<file path="config.mk">
export PLATFORM = sky130hd
export DESIGN_NAME = yarp_regfile_sb_flat
export DESIGN_NICKNAME = d
export VERILOG_FILES = /design/src/rtl/yarp_regfile_sb_if.sv /design/src/rtl/yarp_regfile_sb.sv /design/src/flat_wrapper.sv
export SDC_FILE = /design/constraint.sdc
export NUM_CORES = 2
export LEC_CHECK = 0
export ABC_CLOCK_PERIOD_IN_PS = 9560
export CAP_MARGIN = 20
export CORE_UTILIZATION = 35
export CTS_CLUSTER_SIZE = 10
export DETAILED_ROUTE_END_ITERATION = 8
export GPL_TIMING_DRIVEN = 0
export PLACE_DENSITY = 0.5
export SYNTH_ARGS = -nofsm -noshare
export SYNTH_HDL_FRONTEND = slang
export SYNTH_SLANG_ARGS = --single-unit
</file>
<file path="constraint.sdc">
create_clock -name clk -period 9.56 [get_ports clk]
set_input_delay 0.956 -clock clk [delete_from_list [all_inputs] [get_ports clk]]
set_output_delay 0.956 -clock clk [all_outputs]
set_load 0.02 [all_outputs]
</file>
<file path="src/rtl/yarp_regfile_sb_if.sv">
// ---------------------------------------------------------------------------
// yarp_regfile_sb_if
// Bundle of the register-file / scoreboard signals shared between the
// issue/writeback side of the core (master) and the register file (slave).
//   rs_addr_i   : NRD packed read addresses, port k at [k*AW +: AW]
//   rs_data_o   : NRD packed read data, port k at [k*XLEN +: XLEN]
//   rs_busy_o   : per-port "source has an outstanding write"
//   wr_en_i / wr_addr_i / wr_data_i : writeback port
//   alloc_en_i / alloc_addr_i / alloc_ok_o : destination allocation
//   flush_i     : clear all pending bits
//   pend_cnt_o  : registered number of pending registers
// ---------------------------------------------------------------------------
interface yarp_regfile_sb_if #(
  parameter int XLEN  = 32,
  parameter int NREGS = 32,
  parameter int NRD   = 2,
  parameter int AW    = $clog2(NREGS),
  parameter int CW    = $clog2(NREGS + 1)
);
  logic [NRD*AW-1:0]   rs_addr_i;
  logic [NRD*XLEN-1:0] rs_data_o;
  logic [NRD-1:0]      rs_busy_o;
  logic                wr_en_i;
  logic [AW-1:0]       wr_addr_i;
  logic [XLEN-1:0]     wr_data_i;
  logic                alloc_en_i;
  logic [AW-1:0]       alloc_addr_i;
  logic                alloc_ok_o;
  logic                flush_i;
  logic [CW-1:0]       pend_cnt_o;

  modport master (
    output rs_addr_i, wr_en_i, wr_addr_i, wr_data_i,
           alloc_en_i, alloc_addr_i, flush_i,
    input  rs_data_o, rs_busy_o, alloc_ok_o, pend_cnt_o
  );

  modport slave (
    input  rs_addr_i, wr_en_i, wr_addr_i, wr_data_i,
           alloc_en_i, alloc_addr_i, flush_i,
    output rs_data_o, rs_busy_o, alloc_ok_o, pend_cnt_o
  );
endinterface

</file>
<file path="src/rtl/yarp_regfile_sb.sv">
// ---------------------------------------------------------------------------
// yarp_regfile_sb
// Integer register file with NRD combinational read ports, one write port,
// optional write-to-read bypass and a per-register pending-write scoreboard
// used by issue to stall on RAW/WAW hazards.
// Ports:
//   clk     : core clock, state updates on rising edge
//   reset_n : asynchronous active-low reset (clears data, pending, count)
//   bus     : yarp_regfile_sb_if slave modport (read, write, alloc, flush)
// ---------------------------------------------------------------------------
module yarp_regfile_sb #(
  parameter int XLEN     = 32,
  parameter int NREGS    = 32,
  parameter int AW       = $clog2(NREGS),
  parameter int NRD      = 2,
  parameter int ZERO_REG = 1,
  parameter int BYPASS   = 1,
  parameter int CW       = $clog2(NREGS + 1)
) (
  input  logic              clk,
  input  logic              reset_n,
  yarp_regfile_sb_if.slave  bus
);

  logic [XLEN-1:0]     regs_r [NREGS];
  logic [NREGS-1:0]    pend_r;
  logic [CW-1:0]       cnt_r;

  logic                wr_ok_s;
  logic                alloc_zero_s;
  logic                alloc_ok_s;
  logic [NREGS-1:0]    pend_nxt_s;
  logic [CW-1:0]       cnt_nxt_s;
  logic [NRD*XLEN-1:0] rd_data_s;
  logic [NRD-1:0]      rd_busy_s;

  // Register 0 is hard-wired when ZERO_REG is set: writes and allocations to it are dropped.
  assign wr_ok_s      = bus.wr_en_i & !((ZERO_REG != 0) && (bus.wr_addr_i == {AW{1'b0}}));
  assign alloc_zero_s = (ZERO_REG != 0) && (bus.alloc_addr_i == {AW{1'b0}});
  // A pending destination may be re-allocated only when it retires in the same cycle.
  assign alloc_ok_s   = bus.alloc_en_i & !bus.flush_i & !alloc_zero_s &
                        (!pend_r[bus.alloc_addr_i] |
                         (bus.wr_en_i & (bus.wr_addr_i == bus.alloc_addr_i)));

  // Read ports: zero register, then same-cycle bypass, then array contents.
  always_comb begin
    rd_data_s = {(NRD*XLEN){1'b0}};
    rd_busy_s = {NRD{1'b0}};
    for (int k = 0; k < NRD; k++) begin
      logic [AW-1:0] ra;
      logic          wr_hit;
      ra     = bus.rs_addr_i[k*AW +: AW];
      wr_hit = bus.wr_en_i & (bus.wr_addr_i == ra);
      if ((ZERO_REG != 0) && (ra == {AW{1'b0}})) begin
        rd_data_s[k*XLEN +: XLEN] = {XLEN{1'b0}};
        rd_busy_s[k]              = 1'b0;
      end else if (BYPASS != 0) begin
        rd_data_s[k*XLEN +: XLEN] = wr_hit ? bus.wr_data_i : regs_r[ra];
        rd_busy_s[k]              = pend_r[ra] & !wr_hit;
      end else begin
        rd_data_s[k*XLEN +: XLEN] = regs_r[ra];
        rd_busy_s[k]              = pend_r[ra];
      end
    end
  end

  // Scoreboard next state: flush clears all; otherwise write clears, then allocation sets (set wins).
  always_comb begin
    pend_nxt_s = pend_r;
    if (bus.flush_i) begin
      pend_nxt_s = {NREGS{1'b0}};
    end else begin
      if (bus.wr_en_i) begin
        pend_nxt_s[bus.wr_addr_i] = 1'b0;
      end else begin
        pend_nxt_s = pend_nxt_s;
      end
      if (alloc_ok_s) begin
        pend_nxt_s[bus.alloc_addr_i] = 1'b1;
      end else begin
        pend_nxt_s = pend_nxt_s;
      end
    end
  end

  // Popcount of the next pending vector, so the registered count tracks the post-edge state.
  always_comb begin
    cnt_nxt_s = {CW{1'b0}};
    for (int i = 0; i < NREGS; i++) begin
      cnt_nxt_s = cnt_nxt_s + {{(CW-1){1'b0}}, pend_nxt_s[i]};
    end
  end

  // Register array write.
  always_ff @(posedge clk or negedge reset_n) begin
    if (!reset_n) begin
      for (int i = 0; i < NREGS; i++) begin
        regs_r[i] <= {XLEN{1'b0}};
      end
    end else if (wr_ok_s) begin
      regs_r[bus.wr_addr_i] <= bus.wr_data_i;
    end
  end

  // Scoreboard and pending-count state.
  always_ff @(posedge clk or negedge reset_n) begin
    if (!reset_n) begin
      pend_r <= {NREGS{1'b0}};
      cnt_r  <= {CW{1'b0}};
    end else begin
      pend_r <= pend_nxt_s;
      cnt_r  <= cnt_nxt_s;
    end
  end

  assign bus.rs_data_o  = rd_data_s;
  assign bus.rs_busy_o  = rd_busy_s;
  assign bus.alloc_ok_o = alloc_ok_s;
  assign bus.pend_cnt_o = cnt_r;

endmodule

</file>
<file path="src/flat_wrapper.sv">
// flat-port wrapper written by rule: the top's interface ports become plain ports
module yarp_regfile_sb_flat 
#(
  parameter int XLEN     = 32,
  parameter int NREGS    = 32,
  parameter int AW       = $clog2(NREGS),
  parameter int NRD      = 2,
  parameter int ZERO_REG = 1,
  parameter int BYPASS   = 1,
  parameter int CW       = $clog2(NREGS + 1)
)
  (clk, reset_n, bus_rs_addr_i, bus_wr_en_i, bus_wr_addr_i, bus_wr_data_i, bus_alloc_en_i, bus_alloc_addr_i, bus_flush_i, bus_rs_data_o, bus_rs_busy_o, bus_alloc_ok_o, bus_pend_cnt_o);
  yarp_regfile_sb_if #(.XLEN(XLEN), .NREGS(NREGS), .NRD(NRD), .AW(AW), .CW(CW)) bus_i ();
  input  logic clk;
  input  logic reset_n;
  input wire logic [$bits(bus_i.rs_addr_i)-1:0] bus_rs_addr_i;
  input wire logic [$bits(bus_i.wr_en_i)-1:0] bus_wr_en_i;
  input wire logic [$bits(bus_i.wr_addr_i)-1:0] bus_wr_addr_i;
  input wire logic [$bits(bus_i.wr_data_i)-1:0] bus_wr_data_i;
  input wire logic [$bits(bus_i.alloc_en_i)-1:0] bus_alloc_en_i;
  input wire logic [$bits(bus_i.alloc_addr_i)-1:0] bus_alloc_addr_i;
  input wire logic [$bits(bus_i.flush_i)-1:0] bus_flush_i;
  output wire logic [$bits(bus_i.rs_data_o)-1:0] bus_rs_data_o;
  output wire logic [$bits(bus_i.rs_busy_o)-1:0] bus_rs_busy_o;
  output wire logic [$bits(bus_i.alloc_ok_o)-1:0] bus_alloc_ok_o;
  output wire logic [$bits(bus_i.pend_cnt_o)-1:0] bus_pend_cnt_o;
  assign bus_i.rs_addr_i = bus_rs_addr_i;
  assign bus_i.wr_en_i = bus_wr_en_i;
  assign bus_i.wr_addr_i = bus_wr_addr_i;
  assign bus_i.wr_data_i = bus_wr_data_i;
  assign bus_i.alloc_en_i = bus_alloc_en_i;
  assign bus_i.alloc_addr_i = bus_alloc_addr_i;
  assign bus_i.flush_i = bus_flush_i;
  assign bus_rs_data_o = bus_i.rs_data_o;
  assign bus_rs_busy_o = bus_i.rs_busy_o;
  assign bus_alloc_ok_o = bus_i.alloc_ok_o;
  assign bus_pend_cnt_o = bus_i.pend_cnt_o;
  yarp_regfile_sb #(.XLEN(XLEN), .NREGS(NREGS), .AW(AW), .NRD(NRD), .ZERO_REG(ZERO_REG), .BYPASS(BYPASS), .CW(CW)) u_core (.clk(clk), .reset_n(reset_n), .bus(bus_i));
endmodule
</file>
## Word-level counts from Yosys, hierarchy flattened

Index checks and enable logic that the tools add are counted.

- $add $sub $neg: 31
- Magnitude comparators: 10
- Equal/unequal tests: 3
- Mux-type cells: 29
- Bitwise gates (word level): 16
- Reductions and logical operators: 13

Operator list:

| operator | number |
|---|---|
| 1024-bit bitwise mux | 1 |
| 32-bit 2-to-1 mux | 13 |
| 32-bit binary-select mux with 5-bit select | 2 |
| 6-bit by 1-bit adder with 6-bit output | 30 |
| 32-bit demux with 5-bit select | 1 |
| 32-bit bitwise AND | 1 |
| 32-bit NOT | 1 |
| 32-bit bitwise OR | 1 |
| 5-bit by 6-bit < comparator with 1-bit output, second input constant | 4 |
| 5-bit logical NOT | 4 |
| 6-bit >= comparator, second input constant | 3 |
| 5-bit NOT with 6-bit output | 3 |
| 1-bit binary-select mux with 5-bit select | 3 |
| 5-bit == test | 3 |
| 1-bit demux with 5-bit select | 2 |
| 5-bit by 1-bit >= comparator with 1-bit output, second input constant | 2 |
| 1-bit bitwise AND | 9 |
| 1-bit 2-to-1 mux | 7 |
| 1-bit logical NOT | 6 |
| 6-bit by 1-bit < comparator with 1-bit output, second input constant | 1 |
| 1-bit logical AND | 3 |
| 1-bit by 1-bit adder with 2-bit output | 1 |
| 1-bit bitwise OR | 1 |

- Flip-flop bits (word level): 1062
- Input port bits: 57
- Output and inout bits: 73
- Word-level logic and storage cells: 136

## Longest topological paths before layout

- Depth after elaboration: 42
- Gate-level depth with buffers: 26
- Depth with buffers taken out: 23

## Least setup slack after synthesis

No wires, ideal clock.

- Path type: in2reg
- From: input bus_alloc_addr_i[0]
- To: register u_core.cnt_r[4] (netlist: u_core.bus.pend_cnt_o[4])
- Library setup time: 0.123 ns
- Arrival: 6.757 ns
- Data required time: 9.437 ns
- Path slack: 2.680 ns
- Stages: 23
- Buffers on the path: 4
- Cell sequence: buf_6 -> buf_6 -> mux2i_1 -> o22ai_1 -> o41a_1 -> o21ba_1 -> buf_6 -> buf_6 -> o31a_1 -> fa_1 -> inv_1 -> fa_1 -> inv_1 -> fa_1 -> fa_1 -> fa_1 -> fa_1 -> fa_1 -> fa_1 -> inv_1 -> a21o_1 -> a21oi_1 -> xnor2_1

- Longest elaborated chain between the ends: 38
- Elaborated cells on any way between the ends: 49
- Classes of those cells: add/sub: 31; order compare: 2; eq/ne: 1; mux: 6; bitwise: 5; reduce/logical: 4

RTL lines:

| what | line | source |
|---|---|---|
| start, declared | flat_wrapper.sv:21 | `input wire logic [$bits(bus_i.alloc_addr_i)-1:0] bus_alloc_addr_i;` |
| 5-bit by 6-bit < comparator with 1-bit output (implied by the code), or another cell as far along | yarp_regfile_sb.sv:79 | `pend_nxt_s[bus.alloc_addr_i] = 1'b1;` |
| 1-bit logical AND (implied by the code) / 1-bit 2-to-1 mux (equally long branches) | yarp_regfile_sb.sv:79, yarp_regfile_sb.sv:42 |  |
| 1-bit 2-to-1 mux (implied by the code) / 1-bit logical NOT (equally long branches) | yarp_regfile_sb.sv:79, yarp_regfile_sb.sv:42 |  |
| 1-bit demux with 5-bit select / 1-bit bitwise OR (equally long branches) | -- |  |
| 32-bit bitwise OR (no source line) / 1-bit bitwise AND (equally long branches) | -- |  |
| 32-bit 2-to-1 mux * | yarp_regfile_sb.sv:78 | `if (alloc_ok_s) begin` |
| 32-bit 2-to-1 mux * | yarp_regfile_sb.sv:70 | `if (bus.flush_i) begin` |
| 1-bit by 1-bit adder with 2-bit output | yarp_regfile_sb.sv:90 | `cnt_nxt_s = cnt_nxt_s + {{(CW-1){1'b0}}, pend_nxt_s[i]};` |
| 6-bit by 1-bit adder with 6-bit output (29 in a row) | yarp_regfile_sb.sv:90 |  |
| 6-bit by 1-bit adder with 6-bit output * | yarp_regfile_sb.sv:90 |  |
| via u_core.cnt_nxt_s[4] | yarp_regfile_sb.sv:33 | `logic [CW-1:0] cnt_nxt_s;` |
| end signal, assigned | yarp_regfile_sb.sv:109 | `cnt_r <= {CW{1'b0}};` |
| end signal, assigned | yarp_regfile_sb.sv:112 | `cnt_r <= cnt_nxt_s;` |
| end, declared | yarp_regfile_sb.sv:27 | `logic [CW-1:0] cnt_r;` |

Mark *: on every way through the listed nets, which the timed path passes. The rest lies on a longest branch. The select of a mux whose other input is x is not followed.
A chain may end at the register's enable or synchronous reset.

## Worst setup path in the final report

- From: input bus_wr_addr_i[2]
- To: register u_core.cnt_r[4] (netlist: u_core.bus.pend_cnt_o[4])

- Longest elaborated chain between the ends: 42
- Elaborated cells on any way between the ends: 47
- Classes of those cells: add/sub: 31; order compare: 2; eq/ne: 1; mux: 6; bitwise: 6; reduce/logical: 1

RTL lines:

| what | line | source |
|---|---|---|
| start, declared | flat_wrapper.sv:18 | `input wire logic [$bits(bus_i.wr_addr_i)-1:0] bus_wr_addr_i;` |
| 5-bit by 6-bit < comparator with 1-bit output (implied by the code) / 5-bit by 1-bit >= comparator with 1-bit output (equally long branches) | yarp_regfile_sb.sv:74 | `pend_nxt_s[bus.wr_addr_i] = 1'b0;` |
| 1-bit logical AND (implied by the code) | yarp_regfile_sb.sv:74 |  |
| 1-bit 2-to-1 mux (implied by the code) | yarp_regfile_sb.sv:74 |  |
| 1-bit demux with 5-bit select | -- |  |
| 32-bit NOT (no source line) | -- |  |
| 32-bit bitwise AND (no source line) | -- |  |
| 32-bit 2-to-1 mux | yarp_regfile_sb.sv:73 | `if (bus.wr_en_i) begin` |
| 32-bit 2-to-1 mux | yarp_regfile_sb.sv:70 |  |
| 32-bit bitwise OR (no source line) | -- |  |
| 32-bit 2-to-1 mux * | yarp_regfile_sb.sv:78 |  |
| 32-bit 2-to-1 mux * | yarp_regfile_sb.sv:70 |  |
| via u_core.pend_nxt_s[1] | yarp_regfile_sb.sv:32 | `logic [NREGS-1:0] pend_nxt_s;` |
| 1-bit by 1-bit adder with 2-bit output * | yarp_regfile_sb.sv:90 |  |
| 6-bit by 1-bit adder with 6-bit output * (30 in a row) | yarp_regfile_sb.sv:90 |  |
| via u_core.cnt_nxt_s[4] | yarp_regfile_sb.sv:33 |  |

Marks and branches as above.

==> results.cfg <==
[floorplanning]
dieArea_um2 = 170000
start_util_pct = 35.3
die_w_um = 413
io_pins = 130
design.core.area_um2 = 167000
std_cell_rows = 150
die_y_um = 413

[timing]
final-setup-viol-count = 0
slew_headroom_pct = 6.96
maxSlewViolCount = 0
period_share_pct = 82.9
tns_ns = 0
period_minus_slack_ns = 7.93
fmax_ghz = 0.126
rsz0062_at_grt = no
worst_pin_slew_ns = 1.40
fin_skew_ns = 0.0299
hold_viol = 0

[clock_tree]
cts_hold_buf = 0
cts_made_buffers = 133
cts_sinks = 1062
cts_tree = done
path_clk_slew_ns = 0.06
postCtsSetupBuffers = 0
cts-root-buf = clkbuf_16
cts_resized = 0
cts_htree_levels = 4
clockBufferDepth = 3
clock_latency_ns = 0.82

[logic_synthesis]
synth_edf_count = 0
yosysSeqAreaShare_pct = 45.0
synth_warnings = 0
ys.flop_type = dfrtp_1
synth_cell_types = 78
ys_ff_latch = 1062
synth.area.top_cells = dfrtp_1, mux2_2, mux4_2
yosysTopAreaCellShare_pct = 45.0
yosysTopAreaCell = dfrtp_1
async_flop_share_pct = 100
syn_area_per_cell_um2 = 14.0
syn-num-nets = 4290
syn_area_um2 = 59000
syn_inst = 4201

[cells_and_area]
nets = 4649
area.growth.synth_to_final_pct = 16.7
final.fill_count = 15600
drive_gt1_share_pct = 42.4

[worst_setup_path]
worstPathMaxFanout = 10
crit_arrival_ns = 8.63
cp_cell_sequence = clkdlybuf4s50_1, buf_2, nor3_1, nand2_1, buf_1, nand3b_1, o21ai_0, ha_1, inv_1, fa_1, fa_1, fa_1, fa_1, fa_1, fa_1, fa_1, fa_1, inv_1, a21o_1, a21oi_1, xnor2_1
worstSetupPathType = in2reg
rr_worst_depth = 20
worst-endpoint-required_ns = 10.26
worst_path_largest_cell_delay_ns = 0.61
critPathCaptureType = flop
setup.worst_path.start_class = input pin
crit_slowest_cell = clkdlybuf4s50_1
cpMostUsedCell = fa_1

[route]
routed_via_density = 6.72
drc = 0
drt_first_pass_iters = 6
dr.first_iter.drc_count = 6919
detailroute.via_count = 46100
wl_per_cell_um = 45.6
drt-total-wl_um = 313000
ant_nets = 0

[grt]
grt_remaining_overflow = 0
grt_pass1_wl_um = 414000
grt_max_degree = 177
track_usage_pct = 36.6
antenna_found_initial = 27
grt_pass1_vias = 44900

[pwr]
p_leak_nw = 29.3
irDropWorstVdd_v = 0.000160
power_density_nw_per_um2 = 205
power_w = 0.0141

[run]
max-cap-violations = 0

[placement]
place_congestion = 1.01
dp_hpwl_um = 216000
portBuffers = 119

[outcome]
status = finished clean

[min_path]
hp-class = in2async
final timing paths:
| path | from | end | slack (ns) |
|---|---|---|---|
| max in group asynchronous | reset_n | u_core.regs_r[717] | 7.62 |
| max | bus_wr_addr_i[2] | u_core.bus.pend_cnt_o[4] | 1.63 |
| min | reset_n | u_core.bus.pend_cnt_o[1] | 0.05 |
| max reg2reg | u_core.pend_r[13] | u_core.bus.pend_cnt_o[4] | 2.77 |
| min reg2reg | u_core.regs_r[996] | u_core.regs_r[996] | 0.48 |
| min in group clk | u_core.regs_r[996] | u_core.regs_r[996] | 0.48 |
worst max-delay path, delay by kind of cell:
kind            cells  cell delay (ns)
fa+ha+maj           9             4.09
buf+inv             5             1.64
xor+xnor            1             0.14
simple gates        3             1.33
compound gates      3             0.45
where the power goes:
part	internal [W]	switching, W	total (W)
sequential	0.00533	0.000636	0.00596
clock	0.00278	0.00212	0.00491
combinational	0.00164	0.00158	0.00321
cell type report:
cell class | instances | area [µm²] | share of cell area [%]
timing repair buffer | 224 | 2950 | 4.28
clock buffer | 198 | 3840 | 5.58
sequential | 1062 | 26600 | 38.6
buffer | 478 | 2390 | 3.47
inverter | 41 | 154 | 0.224
tap | 2204 | 2760 | 4.01
multi-input combinational | 2620 | 30000 | 43.5
antenna | 15 | 37.5 | 0.0545
clock inverter | 16 | 169 | 0.245
state kept, by name, summed over array words and instances (netlist names):
signal and count:
u_core.pend_r 32, u_core.regs_r 1024, u_core.bus.pend_cnt_o 6
synthesized netlist by cell type (13+ instances only):
library cell,n
a221o_1,22
a22oi_1,28
a22o_1,23
o32ai_1,13
mux2_2,1017
nor2b_1,31
nand2b_1,17
nand3_1,44
mux2i_1,260
a21oi_1,53
dfrtp_1,1062
buf_2,114
a221oi_1,74
nand2_1,76
nor3_1,25
o211ai_1,16
buf_1,47
mux4_2,418
inv_1,39
fa_1,24
a2111oi_0,25
buf_6,25
a211oi_1,23
nor2_1,73
nand3b_1,21
o22ai_1,60
o21ai_0,81
clkbuf_1,252
buf_4,32
and3_1,15
metrics by stage:
stage / utilization (%) / std cells / area, µm² / worst slack [ns] / hold WS, ns
CTS: 41.1 / 6841 / 68800 / 2.00 / 0.0731
global placement: 37.7 / 6524 / 63000 / -44.24 / 0.455
finish: 41.2 / 6858 / 68800 / 1.63 / 0.0544
floorplan: - / 4201 / 59000 / 2.68 / 0.441
global route: 41.2 / 6848 / 68800 / 1.60 / 0.0891
detailed placement: 38.7 / 6627 / 64800 / 1.18 / 0.467
per-layer routing:
metal	up-vias	GRT usage [%]	share of wire, %
met5	-	0.537	0.17
met3	1032	13.9	12
met4	16	26.1	8.4
li1	16900	-	-
met1	24700	46.0	38
met2	3363	51.2	41
layout by cell type, fill, tap and decap left out, drive strengths merged, types with 23 or more instances in the layout:
cell           Yosys  routed
o21ai             85      85
fa                24      24
o22ai             60      60
nor2              73      73
mux2i            260     260
nand3             44      44
dfrtp           1062    1062
clkbuf           253     451
clkdlybuf4s50      0     118
nand3b            23      23
buf              225     331
a21oi             53      53
inv               40      47
mux4             418     418
nor3              25      25
nor2b             31      31
a22o              23      23
mux2            1017    1017
nand2             76      76
a211oi            23      23
a221oi            74      74
a2111oi           25      25
a22oi             28      28
cells by family after synthesis:
| family | count (synthesis) | share of synthesized area [%] |
|---|---|---|
| AO/OA/AOI/OAI | 511 | 6.48 |
| XOR/XNOR | 18 | 0.267 |
| adder cells (fa/ha/maj) | 32 | 0.984 |
| buffers and inverters | 519 | 4.21 |
| flip-flops | 1062 | 45.0 |
| multiplexers | 1695 | 39.8 |
| AND/OR/NAND/NOR | 364 | 3.25 |
Power figures use the tool's default switching activity.
